### src/rtl/sfifo_pkg.sv
// Shared definitions for the packet FIFO: write-side state encoding and depth helper.
package sfifo_pkg;

  typedef enum logic {
    ACCEPT = 1'b0,
    DROP   = 1'b1
  } wstate_t;

  function automatic int flen(input int lgflen);
    return 1 << lgflen;
  endfunction

endpackage

### src/rtl/sfifo_pkt_mem.sv
// Simple dual-port RAM: one synchronous write port, one asynchronous read port.
module sfifo_pkt_mem #(
  parameter int BW     = 16,
  parameter int LGFLEN = 4
) (
  input  logic              clk,
  input  logic              we,
  input  logic [LGFLEN-1:0] wr_idx,
  input  logic [BW:0]       wr_word,
  input  logic [LGFLEN-1:0] rd_idx,
  output logic [BW:0]       rd_word
);

  logic [BW:0] mem [(1<<LGFLEN)];

  always_ff @(posedge clk) begin
    if (we) mem[wr_idx] <= wr_word;
  end

  assign rd_word = mem[rd_idx];

endmodule

### src/rtl/sfifo_pkt.sv
// Single-clock packet FIFO with atomic commit, abort rollback and overflow drop.
module sfifo_pkt
  import sfifo_pkg::*;
#(
  parameter int BW     = 16,
  parameter int LGFLEN = 4,
  parameter int DCW    = 16
) (
  input  logic              i_clk,
  input  logic              i_reset_n,
  input  logic              i_wr,
  input  logic [BW-1:0]     i_data,
  input  logic              i_last,
  input  logic              i_abort,
  input  logic [LGFLEN:0]   i_af_level,
  input  logic [LGFLEN:0]   i_ae_level,
  output logic              o_full,
  output logic [LGFLEN:0]   o_space,
  output logic              o_almost_full,
  output logic              o_drop,
  output logic [DCW-1:0]    o_drop_count,
  input  logic              i_rd,
  output logic [BW-1:0]     o_data,
  output logic              o_last,
  output logic              o_empty,
  output logic [LGFLEN:0]   o_fill,
  output logic              o_almost_empty
);

  localparam int              FLEN   = flen(LGFLEN);
  localparam logic [LGFLEN:0] FLEN_P = (LGFLEN+1)'(FLEN);

  function automatic logic [DCW-1:0] sat_inc(input logic [DCW-1:0] v);
    return (&v) ? v : v + DCW'(1);
  endfunction

  wstate_t         state, state_nx;
  logic [LGFLEN:0] wr_addr, cm_addr, rd_addr;
  logic [LGFLEN:0] wr_nx, cm_nx, used;
  logic            drop_nx, mem_we, w_rd;
  logic [BW:0]     head;

  // Status decoded from registered pointers only
  assign used           = wr_addr - rd_addr;
  assign o_full         = (used == FLEN_P);
  assign o_space        = FLEN_P - used;
  assign o_almost_full  = (used >= i_af_level);
  assign o_fill         = cm_addr - rd_addr;
  assign o_empty        = (o_fill == '0);
  assign o_almost_empty = (o_fill <= i_ae_level);
  assign w_rd           = i_rd && !o_empty;

  always_comb begin
    state_nx = state;
    wr_nx    = wr_addr;
    cm_nx    = cm_addr;
    drop_nx  = 1'b0;
    mem_we   = 1'b0;
    if (i_abort) begin
      wr_nx    = cm_addr;
      state_nx = ACCEPT;
    end else begin
      case (state)
        ACCEPT: begin
          if (i_wr && !o_full) begin
            mem_we = 1'b1;
            wr_nx  = wr_addr + 1'b1;
            if (i_last) cm_nx = wr_addr + 1'b1;
          end else if (i_wr) begin
            // Overflow: roll back the partial packet and swallow its tail
            wr_nx = cm_addr;
            if (i_last) drop_nx  = 1'b1;
            else        state_nx = DROP;
          end
        end
        DROP: begin
          if (i_wr && i_last) begin
            drop_nx  = 1'b1;
            state_nx = ACCEPT;
          end
        end
        default: state_nx = ACCEPT;
      endcase
    end
  end

  always_ff @(posedge i_clk or negedge i_reset_n) begin
    if (!i_reset_n) begin
      state        <= ACCEPT;
      wr_addr      <= '0;
      cm_addr      <= '0;
      rd_addr      <= '0;
      o_drop       <= 1'b0;
      o_drop_count <= '0;
    end else begin
      state   <= state_nx;
      wr_addr <= wr_nx;
      cm_addr <= cm_nx;
      rd_addr <= rd_addr + {{LGFLEN{1'b0}}, w_rd};
      o_drop  <= drop_nx;
      if (drop_nx) o_drop_count <= sat_inc(o_drop_count);
    end
  end

  sfifo_pkt_mem #(
    .BW     (BW),
    .LGFLEN (LGFLEN)
  ) u_mem (
    .clk     (i_clk),
    .we      (mem_we),
    .wr_idx  (wr_addr[LGFLEN-1:0]),
    .wr_word ({i_last, i_data}),
    .rd_idx  (rd_addr[LGFLEN-1:0]),
    .rd_word (head)
  );

  assign o_data = head[BW-1:0];
  assign o_last = head[BW];

endmodule

### config.mk
export PLATFORM = sky130hd
export DESIGN_NAME = sfifo_pkt
export DESIGN_NICKNAME = d
export VERILOG_FILES = /design/src/rtl/sfifo_pkg.sv /design/src/rtl/sfifo_pkt_mem.sv /design/src/rtl/sfifo_pkt.sv
export SDC_FILE = /design/constraint.sdc
export NUM_CORES = 1
export LEC_CHECK = 0
export ABC_AREA = 1
export BUFFER_PORTS_ARGS = -buffer_cell sky130_fd_sc_hd__buf_2
export CORE_AREA = 2 2 181 183
export DETAILED_ROUTE_END_ITERATION = 6
export DIE_AREA = 0 0 183 185
export SLEW_MARGIN = 25
export SYNTH_ARGS = -nofsm -noshare
export SYNTH_HDL_FRONTEND = slang
export SYNTH_HIERARCHICAL = 1
export SYNTH_SLANG_ARGS = --single-unit
### constraint.sdc
create_clock -name i_clk -period 4.05 [get_ports i_clk]
set_clock_uncertainty 0.15 [all_clocks]
set_input_delay 0.2025 -clock i_clk [delete_from_list [all_inputs] [get_ports i_clk]]
set_output_delay 0.2025 -clock i_clk [all_outputs]
set_load 0.1 [all_outputs]
# Word-level counts from Yosys, hierarchy flattened
# Memories as Yosys holds them, arrays and structs flattened.
# Index checks and enable logic that the tools add are counted.
dict set report totals {
  ff_bits 33
  memories 1
  wordCells 52
  output_inout_bits 48
  inputBits 32
  mem_bits_rw 272
}
dict set report classes {
  eq_ne 2
  magnitude_cmp 2
  add_sub_neg 6
  n_reduce_logical 11
  mux 21
  n_bitwise 3
}
# memory words word_bits read_ports rd_clocked_by_memory_dff wr line
set mem_list {}
lappend mem_list {u_mem.mem 16 17 1 0 1 sfifo_pkt_mem.sv:14} ;# logic [BW:0] mem [(1<<LGFLEN)];
# op count
set ops {}
lappend ops {{$mux 5} 4}
lappend ops {{$add 16x1->16 const B} 1}
lappend ops {{$reduce_and 16->1} 1}
lappend ops {{$mux 1} 15}
lappend ops {{$sub 5x5->5} 2}
lappend ops {{$add 5x1->5} 1}
lappend ops {{$add 5x1->5 const B} 1}
lappend ops {{$eq 5x5->1 const B} 1}
lappend ops {{$ge 5x5->1} 1}
lappend ops {{$le 5x5->1} 1}
lappend ops {{$logic_not 5->1} 1}
lappend ops {{$sub 5x5->5 const A} 1}
lappend ops {{$pmux 1 s2} 2}
lappend ops {{$reduce_and 2->1} 2}
lappend ops {{$reduce_and 4->1} 1}
lappend ops {{$logic_and 1x1->1} 3}
lappend ops {{$not 1->1} 3}
lappend ops {{$reduce_bool 3->1} 1}
lappend ops {{$logic_not 1->1} 2}
lappend ops {{$ne 2x2->1 const B} 1}

# Logic depth before layout (Yosys ltp)
dict set report logic_depth {
  depth_word 9
  depth_mapped 17
}

# By module
# Netlist, hierarchy kept.
# module n_inst area_each_um2 seq_area_each_um2 cells_each
set by_module_without_submodules {}
lappend by_module_without_submodules {sfifo_pkt_mem 1 11687.5 8167.8 1122}
lappend by_module_without_submodules {sfifo_pkt 1 2468.6 825.8 329}

# Least setup slack after synthesis
# No wires, ideal clock.
dict set report synth_path {
  path_kind {register -> output}
  startpoint {reg wr_addr[0]}
  endpoint {out o_almost_full}
  arrival_ns 5.321
  stages_incl_launch_ff 12
  required_ns 3.697
  slack_ns -1.623
  cell_sequence {dfrtp_1 inv_1 ha_1 inv_1 fa_1 a21oi_1 nor2_1 nor2_1 xor2_1 ha_1 nand2_1 o311ai_0}
}
dict set report synth_between {
  elab_chain_len 2
}
# element line
set synth_rtl {}
lappend synth_rtl {{from (decl)} sfifo_pkt.sv:38} ;# logic [LGFLEN:0] wr_addr, cm_addr, rd_addr;
lappend synth_rtl {{from (signal assigned)} sfifo_pkt.sv:97} ;# wr_addr <= wr_nx;
lappend synth_rtl {{$sub 5x5->5} sfifo_pkt.sv:44} ;# assign used = wr_addr - rd_addr;
lappend synth_rtl {{$ge 5x5->1} sfifo_pkt.sv:47} ;# assign o_almost_full = (used >= i_af_level);
lappend synth_rtl {{to (decl)} sfifo_pkt.sv:19} ;# output logic o_almost_full,
# Every way passes these cells.

# Worst setup path after layout
dict set report layout_path {
  startpoint {reg wr_addr[0]}
  endpoint {mem u_mem/mem[8][12] (netlist name), enable pin}
}
dict set report layout_between {
  elab_chain_len 9
}
# element line
set layout_rtl {}
lappend layout_rtl {{$sub 5x5->5} sfifo_pkt.sv:44}
lappend layout_rtl {{$eq 5x5->1} sfifo_pkt.sv:45} ;# assign o_full = (used == FLEN_P);
lappend layout_rtl {{$logic_not 1->1} sfifo_pkt.sv:65} ;# if (i_wr && !o_full) begin
lappend layout_rtl {{$logic_and 1x1->1} sfifo_pkt.sv:65}
lappend layout_rtl {{$mux 1} sfifo_pkt.sv:65}
lappend layout_rtl {{$mux 1} sfifo_pkt.sv:63} ;# case (state)
lappend layout_rtl {{$mux 1} sfifo_pkt.sv:59} ;# if (i_abort) begin
lappend layout_rtl {{via mem_we} sfifo_pkt.sv:40} ;# logic drop_nx, mem_we, w_rd;
lappend layout_rtl {{$mux 1} sfifo_pkt_mem.sv:17} ;# if (we) mem[wr_idx] <= wr_word;
lappend layout_rtl {{$mux 1 (not written as such)} sfifo_pkt_mem.sv:17}
lappend layout_rtl {{to (decl)} sfifo_pkt_mem.sv:14}
# The timed path passes the listed nets, and every way through them passes these cells.

==> results.md <==
- The buffer depth of the longest clock path is 3.
- The final route contains around 10000 vias.
- The number of vias per cell is 5.033.
- The library cell with the largest summed area after synthesis is edfxtp_1.
- Pin placement for this block handled 80 I/O pins.
- After routing, the total negative slack on setup checks comes to 0 ns.
- After synthesis, the largest family of logic cells by area is simple AND/OR/NAND/NOR gates.
- In this design, the stage delay of the slowest critical-path cell is roughly 0.53 ns.
- The later pin in the worst-skew pair is clocked with a latency of between 0.5 and 0.6 ns.
- Routability-driven placement finished with a final weighted congestion of 0.7998.
- The number of antenna violations at the first check in global routing came to 0.
- The Yosys warning count is 6.
- Once detail routing completed, the nets flagged for antenna violations numbered 0.
- The detailed-router iteration count before antenna repair is 5.
- The routed wirelength normalized by instance count is 17.75 µm.
- The initial core utilization is 0.4418.
- TritonCTS built the clock tree.
- The global-route wire length before repair is roughly 54 mm.
- The count of input and output buffers is roughly 80.
- The worst slew margin relative to its limit is 0.3550.
- The commonest register cell after synthesis is edfxtp_1.
- The final setup violation count is 0.
- Subtracting the final worst setup slack from the clock period gives about 3.7 ns.
- The class of the worst hold path is input port to async pin.
- Clock-pin slew was measured on the worst setup and hold paths at approximately 0.06 ns.
- The worst setup path is captured at a flip-flop.
- The fraction of final layout cells sized beyond drive strength 1 is 0.1203.
- The die covers around 34000 µm².
- The number of antenna diodes in the final layout is 0.
- From synthesis to final layout, the design area changed by 17.64%.
- The reported max-cap violation count is 0.
- The final max-slew violation count came to 0.
- The overall die width is between 150 and 200 µm.
- The number of nets handed over by synthesis was about 1500.
- Walking the worst path, the cells encountered are inv_1 > ha_1 > inv_1 > fa_1 > inv_1 > ha_1 > nand2_1 > nor2_1 > ha_1 > nor2_1 > nand2_1 > nor2_2 > nand3b_1 > nor2_2 > buf_4.
- The highest clock rate is roughly 270 MHz.
- The kind of critical path is flip-flop to flip-flop.
- The die is around 190 µm tall.
- The total count of hold-check failures in the final report came to 0.
- Data on the critical path is required at its endpoint by 4.16 ns.
- The count of distinct cell types in the synthesized netlist is 32.
- The data arrival time of the critical path is 3.85 ns.
- The worst setup path is launched from a flip-flop.
- The via count of the first global-routing pass is between 9000 and 10000.
- The total area inside the core boundary comes to ~32000 µm².
- The synthesized-area fraction occupied by ao, oa, aoi and oai cells is 0.01529.
- The post-synth design cell area is 14160 µm².
- Of the total synthesized cell area, the portion taken by full adders, half adders and majority gates is 0.02404.
- The residual DRC count is 0.
- The first routing iteration left 731 violations.
- Once detailed placement completed, the half-perimeter wirelength came to between 20 and 25 mm.
- After technology mapping, the gate count stands at around 1500.
- For this design, the sink count on the clock tree is between 300 and 400.
- For this run the aggregate overflow at the end of global routing stands at 0.
- The transition at the pin with the smallest max-transition slack is approximately 0.97 ns.
- The share of the Yosys chip area taken by registers is 0.6353.
- In the global route stage, overall resource usage came out at 0.2112.
- The flow ran to the end, and the final reports show no timing, DRC or antenna violations.
- The floorplan row count is 66.
- Setup repair after global routing left no endpoint under its margin.
- The portion of synthesized area spent on multiplexers is 0.
- The number of synthesized register bits is slightly above 300.
- The simple logic cell fraction of the synthesized area is 0.2229.
- The wire length reported by the detailed router is about 35 mm.
- By area the synthesized netlist is led by edfxtp_1 (58%), nand2_1 (12%), nand3_1 (7.8%).
- For this run, asynchronously set or reset flops after synthesis account for 0.1082.
- Each instance of the synthesized netlist takes up on average between 9 and 10 µm².
- The tree is rooted in a clkbuf_16.
- The top cell type's share of synthesized area is 0.5770.
- Entering global routing, the biggest net connects 90 pins.
- The maximum level of the CTS H-tree is 1.
- Buffers inserted during clock tree synthesis total 31.
- By count the netlist is led by nand2_1 (458), edfxtp_1 (272), inv_1 (250).
- Of the available clock period, the critical path in the final layout requires 0.9225.
- Of the total synthesized cell area, the portion taken by XOR and XNOR cells is 0.01237.
- Of all nets on the critical path, the largest fanout is 12.
- Among all cell types in the netlist, the one instantiated most often is nand2_1.
- The highest-delay cell along the critical path is fa_1.
- In the final design database the tool counted between 1500 and 2000 nets.
- The number of flops mapped to enable cells by yosys is ~270.
## layout make-up
cell class	instances	area, µm²
clock buffers	42	857.1
flip-flops and latches	305	8999
repair buffers	128	1207
inverters	259	975.9
clock inverters	15	155.1
fillers	2883	15390
well taps	408	510.5
multi-input cells	830	3949
## metrics by stage
step	instances	area, µm²	hold WS [ns]	worst slack, ns	util
after floorplan	1451	14180	-0.2431	-0.1072	-
after global placement	1908	15420	0.1670	0.4588	0.4812
after detailed placement	1908	15420	0.1624	0.3568	0.4812
after CTS	1987	16650	0.1119	0.1813	0.5196
after global routing	1987	16650	0.1665	0.01000	0.5198
final	1987	16650	0.1055	0.3139	0.5198
## layer usage
layer	part of all wire	routed length, µm	global-route usage
met5	0	0	0
met4	0.023	821	0.06208
met3	0.057	2027	0.02674
met2	0.49	17110	0.3609
met1	0.43	15300	0.2840
## sequential cells by signal, summed over array words and instances (netlist names)
signal,count
state,1
o_drop,1
rd_addr,5
wr_addr,5
o_drop_count,16
cm_addr,5
u_mem/mem,272
## cell families after synthesis
logic type | count (synthesis)
AO/OA/AOI/OAI | 38
XOR/XNOR | 20
adder cells (fa/ha/maj) | 26
buffers and inverters | 316
flip-flops | 305
AND/OR/NAND/NOR | 746
## cell usage in the layout (no fill, tap or decap), types with 9 or more instances in the layout
cell type,synthesis,layout
buf_2,22,60
dlygate4sd3_1,0,22
clkinv_1,4,9
xor2_1,13,13
ha_1,24,24
inv_1,250,250
nor2_1,46,29
clkbuf_16,0,31
nand2_1,458,458
o21ai_0,10,9
a21oi_1,14,14
dfrtp_1,33,31
buf_4,8,18
nor2_2,1,18
nand3_1,222,222
buf_12,0,27
edfxtp_1,272,272
## path summary, 6_finish.rpt
kind,from,to,slack (ns),cells after the start
hold / removal,i_reset_n,o_drop_count[15],0.11,2
max in group asynchronous,i_reset_n,rd_addr[0],3.06,2
hold reg to reg,cm_addr[2],cm_addr[2],0.39,2
min in group i_clk,cm_addr[2],cm_addr[2],0.39,2
setup reg to reg,wr_addr[0],u_mem/mem[8][12],0.31,15
setup / recovery,wr_addr[0],u_mem/mem[8][12],0.31,15
## worst max-delay path, delay by kind of cell (launching register included)
kind / cells / cell delay [ns]
and+or+nand+nor: 7 / 1.24
DFF: 1 / 0.46
adders and majority gates: 4 / 1.08
buffers and inverters: 4 / 0.52
## what timing repair did
item,4_1_cts,5_1_grt
setup endpoints to repair,0,1
setup buffers,0,0
hold endpoints to repair,313,0
resized for setup,0,1
hold buffers,22,0
Power is not shown: default switching activity piles up to over one toggle a cycle in this logic, so the estimate is an artifact.
